### src/rtl/wb_rr_arbiter_if.sv
// Wishbone B4 bundle of N parallel master-side channels with one broadcast read-data/tag return.
// The "master" modport is the view of whoever initiates cycles; "slave" is the responder.
interface wb_rr_arbiter_if #(
    parameter int N   = 1,
    parameter int AW  = 32,
    parameter int DW  = 32,
    parameter int TGW = 8
);
    logic [N-1:0]        cyc;
    logic [N-1:0]        stb;
    logic [N-1:0]        we;
    logic [N-1:0]        lock;
    logic [N*AW-1:0]     adr;
    logic [N*DW-1:0]     dat_w;
    logic [N*DW/8-1:0]   sel;
    logic [N*TGW-1:0]    tga;
    logic [N*TGW-1:0]    tgc;
    logic [N*TGW-1:0]    tgd_w;
    logic [DW-1:0]       dat_r;
    logic [TGW-1:0]      tgd_r;
    logic [N-1:0]        ack;
    logic [N-1:0]        err;
    logic [N-1:0]        rty;

    modport master (
        output cyc, stb, we, lock, adr, dat_w, sel, tga, tgc, tgd_w,
        input  dat_r, tgd_r, ack, err, rty
    );

    modport slave (
        input  cyc, stb, we, lock, adr, dat_w, sel, tga, tgc, tgd_w,
        output dat_r, tgd_r, ack, err, rty
    );
endinterface

### src/rtl/wb_rr_arbiter.sv
// Round-robin Wishbone B4 arbiter: NUM_MASTERS masters share one slave, with LOCK retention
// and a watchdog that forces ERR on a strobe left unterminated for TIMEOUT cycles.
module wb_rr_arbiter #(
    parameter int NUM_MASTERS = 4,
    parameter int AW          = 32,
    parameter int DW          = 32,
    parameter int TGW         = 8,
    parameter int TIMEOUT     = 256
) (
    input  logic                   CLK_I,
    input  logic                   RST_I,
    wb_rr_arbiter_if.slave         m,
    wb_rr_arbiter_if.master        s,
    output logic [NUM_MASTERS-1:0] gnt_o,
    output logic                   timeout_o
);
    localparam int IW = (NUM_MASTERS > 1) ? $clog2(NUM_MASTERS) : 1;
    localparam int CW = (TIMEOUT > 0) ? $clog2(TIMEOUT + 1) : 1;
    localparam int SW = DW / 8;

    typedef enum logic {IDLE, OWN} state_t;

    state_t                 state, state_n;
    logic [NUM_MASTERS-1:0] gnt, gnt_n;
    logic [IW-1:0]          owner, owner_n;
    logic [IW-1:0]          ptr, ptr_n;
    logic [IW-1:0]          pick;
    logic [CW-1:0]          wdog, wdog_n;
    logic                   found;
    logic                   term, stall, expired;

    logic                   own_cyc, own_stb, own_we, own_lock;
    logic [AW-1:0]          own_adr;
    logic [DW-1:0]          own_dat;
    logic [SW-1:0]          own_sel;
    logic [TGW-1:0]         own_tga, own_tgc, own_tgd;

    // First requester at or after the pointer, wrapping around.
    always_comb begin
        found = 1'b0;
        pick  = '0;
        for (int i = 0; i < NUM_MASTERS; i++) begin
            if (!found && m.cyc[IW'((int'(ptr) + i) % NUM_MASTERS)]) begin
                found = 1'b1;
                pick  = IW'((int'(ptr) + i) % NUM_MASTERS);
            end
        end
    end

    always_comb begin
        own_cyc  = 1'b0;
        own_stb  = 1'b0;
        own_we   = 1'b0;
        own_lock = 1'b0;
        own_adr  = '0;
        own_dat  = '0;
        own_sel  = '0;
        own_tga  = '0;
        own_tgc  = '0;
        own_tgd  = '0;
        for (int i = 0; i < NUM_MASTERS; i++) begin
            if (owner == IW'(i)) begin
                own_cyc  = m.cyc[i];
                own_stb  = m.stb[i] & m.cyc[i];
                own_we   = m.we[i];
                own_lock = m.lock[i];
                own_adr  = m.adr[i*AW +: AW];
                own_dat  = m.dat_w[i*DW +: DW];
                own_sel  = m.sel[i*SW +: SW];
                own_tga  = m.tga[i*TGW +: TGW];
                own_tgc  = m.tgc[i*TGW +: TGW];
                own_tgd  = m.tgd_w[i*TGW +: TGW];
            end
        end
    end

    always_comb begin
        s.cyc   = '0;
        s.stb   = '0;
        s.we    = '0;
        s.lock  = '0;
        s.adr   = '0;
        s.dat_w = '0;
        s.sel   = '0;
        s.tga   = '0;
        s.tgc   = '0;
        s.tgd_w = '0;
        if (state == OWN) begin
            s.cyc   = own_cyc;
            s.stb   = own_stb;
            s.we    = own_we;
            s.lock  = own_lock;
            s.adr   = own_adr;
            s.dat_w = own_dat;
            s.sel   = own_sel;
            s.tga   = own_tga;
            s.tgc   = own_tgc;
            s.tgd_w = own_tgd;
        end
    end

    // A real slave termination in the expiry cycle suppresses the forced ERR.
    always_comb begin
        term    = s.ack[0] | s.err[0] | s.rty[0];
        stall   = (state == OWN) && own_stb && !term;
        expired = (TIMEOUT != 0) && stall && (wdog == CW'(TIMEOUT));
        wdog_n  = '0;
        if ((TIMEOUT != 0) && stall && !expired) begin
            wdog_n = wdog + CW'(1);
        end
    end

    always_comb begin
        m.ack   = gnt & {NUM_MASTERS{s.ack[0]}};
        m.rty   = gnt & {NUM_MASTERS{s.rty[0]}};
        m.err   = gnt & {NUM_MASTERS{s.err[0] | expired}};
        m.dat_r = s.dat_r;
        m.tgd_r = s.tgd_r;
    end

    // Releasing always passes through IDLE, giving the one-cycle turnaround between owners.
    always_comb begin
        state_n = state;
        gnt_n   = gnt;
        owner_n = owner;
        ptr_n   = ptr;
        case (state)
            IDLE: begin
                if (found) begin
                    state_n     = OWN;
                    owner_n     = pick;
                    gnt_n       = '0;
                    gnt_n[pick] = 1'b1;
                end
            end
            OWN: begin
                if (!own_cyc && !own_lock) begin
                    state_n = IDLE;
                    gnt_n   = '0;
                    ptr_n   = (owner == IW'(NUM_MASTERS - 1)) ? '0 : owner + IW'(1);
                end
            end
            default: begin
                state_n = IDLE;
                gnt_n   = '0;
            end
        endcase
    end

    always_ff @(posedge CLK_I) begin
        if (RST_I) begin
            state <= IDLE;
            gnt   <= '0;
            owner <= '0;
            ptr   <= '0;
            wdog  <= '0;
        end else begin
            state <= state_n;
            gnt   <= gnt_n;
            owner <= owner_n;
            ptr   <= ptr_n;
            wdog  <= wdog_n;
        end
    end

    assign gnt_o     = gnt;
    assign timeout_o = expired;
endmodule

### src/flat_wrapper.sv
// flat-port wrapper written by rule: the top's interface ports become plain ports
module wb_rr_arbiter_flat 
#(
    parameter int NUM_MASTERS = 4,
    parameter int AW          = 32,
    parameter int DW          = 32,
    parameter int TGW         = 8,
    parameter int TIMEOUT     = 256
)
  (CLK_I, RST_I, gnt_o, timeout_o, m_cyc, m_stb, m_we, m_lock, m_adr, m_dat_w, m_sel, m_tga, m_tgc, m_tgd_w, m_dat_r, m_tgd_r, m_ack, m_err, m_rty, s_cyc, s_stb, s_we, s_lock, s_adr, s_dat_w, s_sel, s_tga, s_tgc, s_tgd_w, s_dat_r, s_tgd_r, s_ack, s_err, s_rty);
  wb_rr_arbiter_if #(.N((4)), .AW(AW), .DW(DW), .TGW(TGW)) m_i ();
  wb_rr_arbiter_if #(.N(1), .AW(AW), .DW(DW), .TGW(TGW)) s_i ();
  input  logic CLK_I;
  input  logic RST_I;
  output logic [NUM_MASTERS-1:0] gnt_o;
  output logic timeout_o;
  input wire logic [$bits(m_i.cyc)-1:0] m_cyc;
  input wire logic [$bits(m_i.stb)-1:0] m_stb;
  input wire logic [$bits(m_i.we)-1:0] m_we;
  input wire logic [$bits(m_i.lock)-1:0] m_lock;
  input wire logic [$bits(m_i.adr)-1:0] m_adr;
  input wire logic [$bits(m_i.dat_w)-1:0] m_dat_w;
  input wire logic [$bits(m_i.sel)-1:0] m_sel;
  input wire logic [$bits(m_i.tga)-1:0] m_tga;
  input wire logic [$bits(m_i.tgc)-1:0] m_tgc;
  input wire logic [$bits(m_i.tgd_w)-1:0] m_tgd_w;
  output wire logic [$bits(m_i.dat_r)-1:0] m_dat_r;
  output wire logic [$bits(m_i.tgd_r)-1:0] m_tgd_r;
  output wire logic [$bits(m_i.ack)-1:0] m_ack;
  output wire logic [$bits(m_i.err)-1:0] m_err;
  output wire logic [$bits(m_i.rty)-1:0] m_rty;
  output wire logic [$bits(s_i.cyc)-1:0] s_cyc;
  output wire logic [$bits(s_i.stb)-1:0] s_stb;
  output wire logic [$bits(s_i.we)-1:0] s_we;
  output wire logic [$bits(s_i.lock)-1:0] s_lock;
  output wire logic [$bits(s_i.adr)-1:0] s_adr;
  output wire logic [$bits(s_i.dat_w)-1:0] s_dat_w;
  output wire logic [$bits(s_i.sel)-1:0] s_sel;
  output wire logic [$bits(s_i.tga)-1:0] s_tga;
  output wire logic [$bits(s_i.tgc)-1:0] s_tgc;
  output wire logic [$bits(s_i.tgd_w)-1:0] s_tgd_w;
  input wire logic [$bits(s_i.dat_r)-1:0] s_dat_r;
  input wire logic [$bits(s_i.tgd_r)-1:0] s_tgd_r;
  input wire logic [$bits(s_i.ack)-1:0] s_ack;
  input wire logic [$bits(s_i.err)-1:0] s_err;
  input wire logic [$bits(s_i.rty)-1:0] s_rty;
  assign m_i.cyc = m_cyc;
  assign m_i.stb = m_stb;
  assign m_i.we = m_we;
  assign m_i.lock = m_lock;
  assign m_i.adr = m_adr;
  assign m_i.dat_w = m_dat_w;
  assign m_i.sel = m_sel;
  assign m_i.tga = m_tga;
  assign m_i.tgc = m_tgc;
  assign m_i.tgd_w = m_tgd_w;
  assign m_dat_r = m_i.dat_r;
  assign m_tgd_r = m_i.tgd_r;
  assign m_ack = m_i.ack;
  assign m_err = m_i.err;
  assign m_rty = m_i.rty;
  assign s_cyc = s_i.cyc;
  assign s_stb = s_i.stb;
  assign s_we = s_i.we;
  assign s_lock = s_i.lock;
  assign s_adr = s_i.adr;
  assign s_dat_w = s_i.dat_w;
  assign s_sel = s_i.sel;
  assign s_tga = s_i.tga;
  assign s_tgc = s_i.tgc;
  assign s_tgd_w = s_i.tgd_w;
  assign s_i.dat_r = s_dat_r;
  assign s_i.tgd_r = s_tgd_r;
  assign s_i.ack = s_ack;
  assign s_i.err = s_err;
  assign s_i.rty = s_rty;
  wb_rr_arbiter #(.NUM_MASTERS(NUM_MASTERS), .AW(AW), .DW(DW), .TGW(TGW), .TIMEOUT(TIMEOUT)) u_core (.CLK_I(CLK_I), .RST_I(RST_I), .m(m_i), .s(s_i), .gnt_o(gnt_o), .timeout_o(timeout_o));
endmodule
### config.mk
export PLATFORM = sky130hd
export DESIGN_NAME = wb_rr_arbiter_flat
export DESIGN_NICKNAME = d
export VERILOG_FILES = /design/src/rtl/wb_rr_arbiter_if.sv /design/src/rtl/wb_rr_arbiter.sv /design/src/flat_wrapper.sv
export SDC_FILE = /design/constraint.sdc
export NUM_CORES = 1
export LEC_CHECK = 0
export BUFFER_PORTS_ARGS = -buffer_cell sky130_fd_sc_hd__buf_2
export CAP_MARGIN = 20
export CORE_AREA = 2 2 226 228
export CTS_BUF_LIST = sky130_fd_sc_hd__clkbuf_4 sky130_fd_sc_hd__clkbuf_8
export CTS_CLUSTER_SIZE = 8
export DETAILED_ROUTE_END_ITERATION = 10
export DIE_AREA = 0 0 228 230
export MAX_ROUTING_LAYER = met4
export SLEW_MARGIN = 15
export SYNTH_ARGS = -nofsm -noshare
export SYNTH_HDL_FRONTEND = slang
export SYNTH_SLANG_ARGS = --single-unit
### constraint.sdc
create_clock -name CLK_I -period 3.69 [get_ports CLK_I]
set_input_delay 0.369 -clock CLK_I [delete_from_list [all_inputs] [get_ports CLK_I]]
set_output_delay 0.369 -clock CLK_I [all_outputs]
set_load 0.01 [all_outputs]
==> metrics <==
post-synthesis sequential area ratio 7.89%; post-CTS sizing 0; CP arrival 2.77 ns; Clock Latency Late Sink 0.25 ns; post-synthesis mux area share 0.768%; Adder-Cell Fraction of Synth Area 1.64%; Initial Utilization 9.15%; commonest non-fill, non-tap cell in the layout buf_2; Synth Area in Simple Gates 16.1%; CP required 3.32 ns; setup tns final 0 ns; DP Area 0.00754 mm2; layout cells sized above 1 47.2%; Leak 0.00392 uW; Port Buffers 501; row count 82; final worst-path cycle share 85.2%; Fin Hold WS 0.474 ns; Sink Count 18; slowest stage delay, CP 0.46 ns; Max-cap violations 0; Inserted Clock Buffers 3; Reg power frac 13.4%; gr ovfl total 0; root buffer cell clkbuf_8; share of flip-flops with an asynchronous set or reset 0%; Gate power share 78.5%; wire per inst 16.3 um; internal power 889 uW; Compound-Gate Fraction of Synth Area 50.4%; pwr dens 217 mW/mm2; Iter 0 DRT Violations 531; fmax 0.318 GHz; clock slew at the register clock pins of the worst setup and hold paths 0.07 ns; Max IR drop VDD 0.107 mV; crit end category output port; GP Congestion 0.835; synthesized area per cell 6.36 um2; postcts setup bufs 0; Synth Cell Area 0.00456 mm2; Yosys reg bits 18; via count 7,070; Inst Count DP 1,795; RSZ-0062 raised after global routing no; YS warnings 0; H-tree depth 1; wirelength, routed 29,400 um; XOR/XNOR Fraction of Synth Area 1.34%; detailed-route DRC error count 0; Final Non-Filler Cells 1,802; vias in the first global route 6,506; CTS tree yes; half-perimeter wire length after detailed placement 24,300 um; critical path fanouts, max 19; cts hold-fix bufs 0; initial antenna violation count 7; Clock Path Buffers 2; final instance area 0.00759 mm2; Slew @ Worst Pin 0.737 ns; max_slew headroom 50.8%; first-pass GRT wire length 41,700 um; final hold vios 0; most frequent cells in the layout 501 x buf_2, 102 x inv_1, 101 x nand2_1, 96 x a21oi_1, 94 x a221oi_1; chip height 230 um; critical path startpoint category register; Power Total 1650 uW; net switching fraction of the power 46.1%; Syn-to-layout area delta 66.3%; Detail Route Antenna Nets 0; Setup CP Type register to output port; outcome complete, no violations; Total GRT Usage 10.6%; fin nets 1,563; io pins 582; Final setup viols 0; Slowest-stage cell, CP nor2b_4; Post-synth top flop dfxtp_1; Die X 228 um; Hold Path Class primary input to register; final count of pins violating max slew 0; cell count after synthesis 718; largest family of logic cells by synthesized area compound AO/OA/AOI/OAI gates; sw power 762 uW; Post-Syn Nets 1,153; Setup Skew 0.00680 ns; Clock power frac 8.2%; Post-synth EDFFs 0; Core Footprint 0.0499 mm2; Netlist cell types 45; CP cell instances inv_1 > ha_1 > nor2b_4 > buf_4 > a221oi_1 > a211o_1 > a21oi_1 > buf_2; die area 0.0524 mm2; pin count of the biggest net entering global routing 113; drt pass-1 iters 5; final critical-path required period 3.14 ns; Vias per Instance 3.92
==> power by group through the flow <==
stage	registers, uW	logic [uW]	clock network, uW
final	220	1300	135
after global routing	223	1420	148
after CTS	222	1310	137
after detailed placement	226	1300	0
after global placement	226	1300	0
after floorplan	216	759	0
==> layer usage <==
layer  share of wire [%]  wire length [um]  global-route usage, %
met2                  47             13900                   17.5
met5                   0                 0                      -
met1                  43             12800                   13.5
met4                 2.7               796                   2.72
met3                 6.7              1990                   1.57
==> critical path, delay by kind of cell, from the launching register on <==
| family | cells | cell delay, ns |
|---|---|---|
| simple gates | 1 | 0.46 |
| flops | 1 | 0.39 |
| compound gates | 3 | 0.67 |
| fa+ha+maj | 1 | 0.25 |
| buf+inv | 3 | 0.73 |
==> Yosys cell counts, drive strengths merged, types with 5 or more instances <==
cell type | instances | area share (%)
a211oi | 5 | 0.93
inv | 102 | 8.4
ha | 6 | 1.6
nor2 | 16 | 1.3
a221oi | 94 | 18
nand3 | 6 | 0.66
xnor2 | 5 | 0.96
a21oi | 96 | 11
and2 | 9 | 1.2
a211o | 93 | 18
dfxtp | 18 | 7.9
nand3b | 5 | 0.82
nand2b | 5 | 0.69
clkbuf | 54 | 4.5
nand2 | 101 | 8.3
buf | 61 | 8.9
==> final cells by class <==
| type | count | area [um2] |
|---|---|---|
| antenna | 4 | 10.0 |
| sequential | 18 | 360 |
| multi-input combinational | 482 | 3250 |
| tap | 672 | 841 |
| fill | 5845 | 42300 |
| timing repair buffer | 520 | 2700 |
| inverter | 103 | 389 |
| clock buffer | 3 | 41.3 |
==> sequential cells by signal (all words and copies together), names as in the netlist <==
signal and flops:
u_core.ptr 2, u_core.owner 2, u_core.wdog 9, u_core.state 1
u_core.gnt_o 4
==> cell families after synthesis <==
logic type,count (synthesis)
xor gates and xnor gates,7
DFF,18
buffers and inverters,218
and+or+nand+nor,162
muxes,3
AOI/OAI and AO/OA,304
adders and majority gates,6
==> worst paths after layout <==
check / from / slack, ns / endpoint / depth (start not counted)
max: u_core.owner[0] / 0.55 / s_we / 8
min: RST_I / 0.47 / u_core.owner[0] / 2
max reg2reg: u_core.owner[0] / 1.30 / u_core.ptr[0] / 5
min reg2reg: u_core.wdog[0] / 0.50 / u_core.wdog[0] / 1
==> stage by stage <==
| stage | setup slack [ns] | utilization, % |
|---|---|---|
| after floorplan | 1.53 | - |
| after global placement | 0.735 | 15.1 |
| after detailed placement | 0.662 | 15.1 |
| after CTS | 0.372 | 15.2 |
| after global routing | 0.251 | 15.2 |
| final | 0.546 | 15.2 |
No activity file was read; power rests on OpenSTA's default activity.
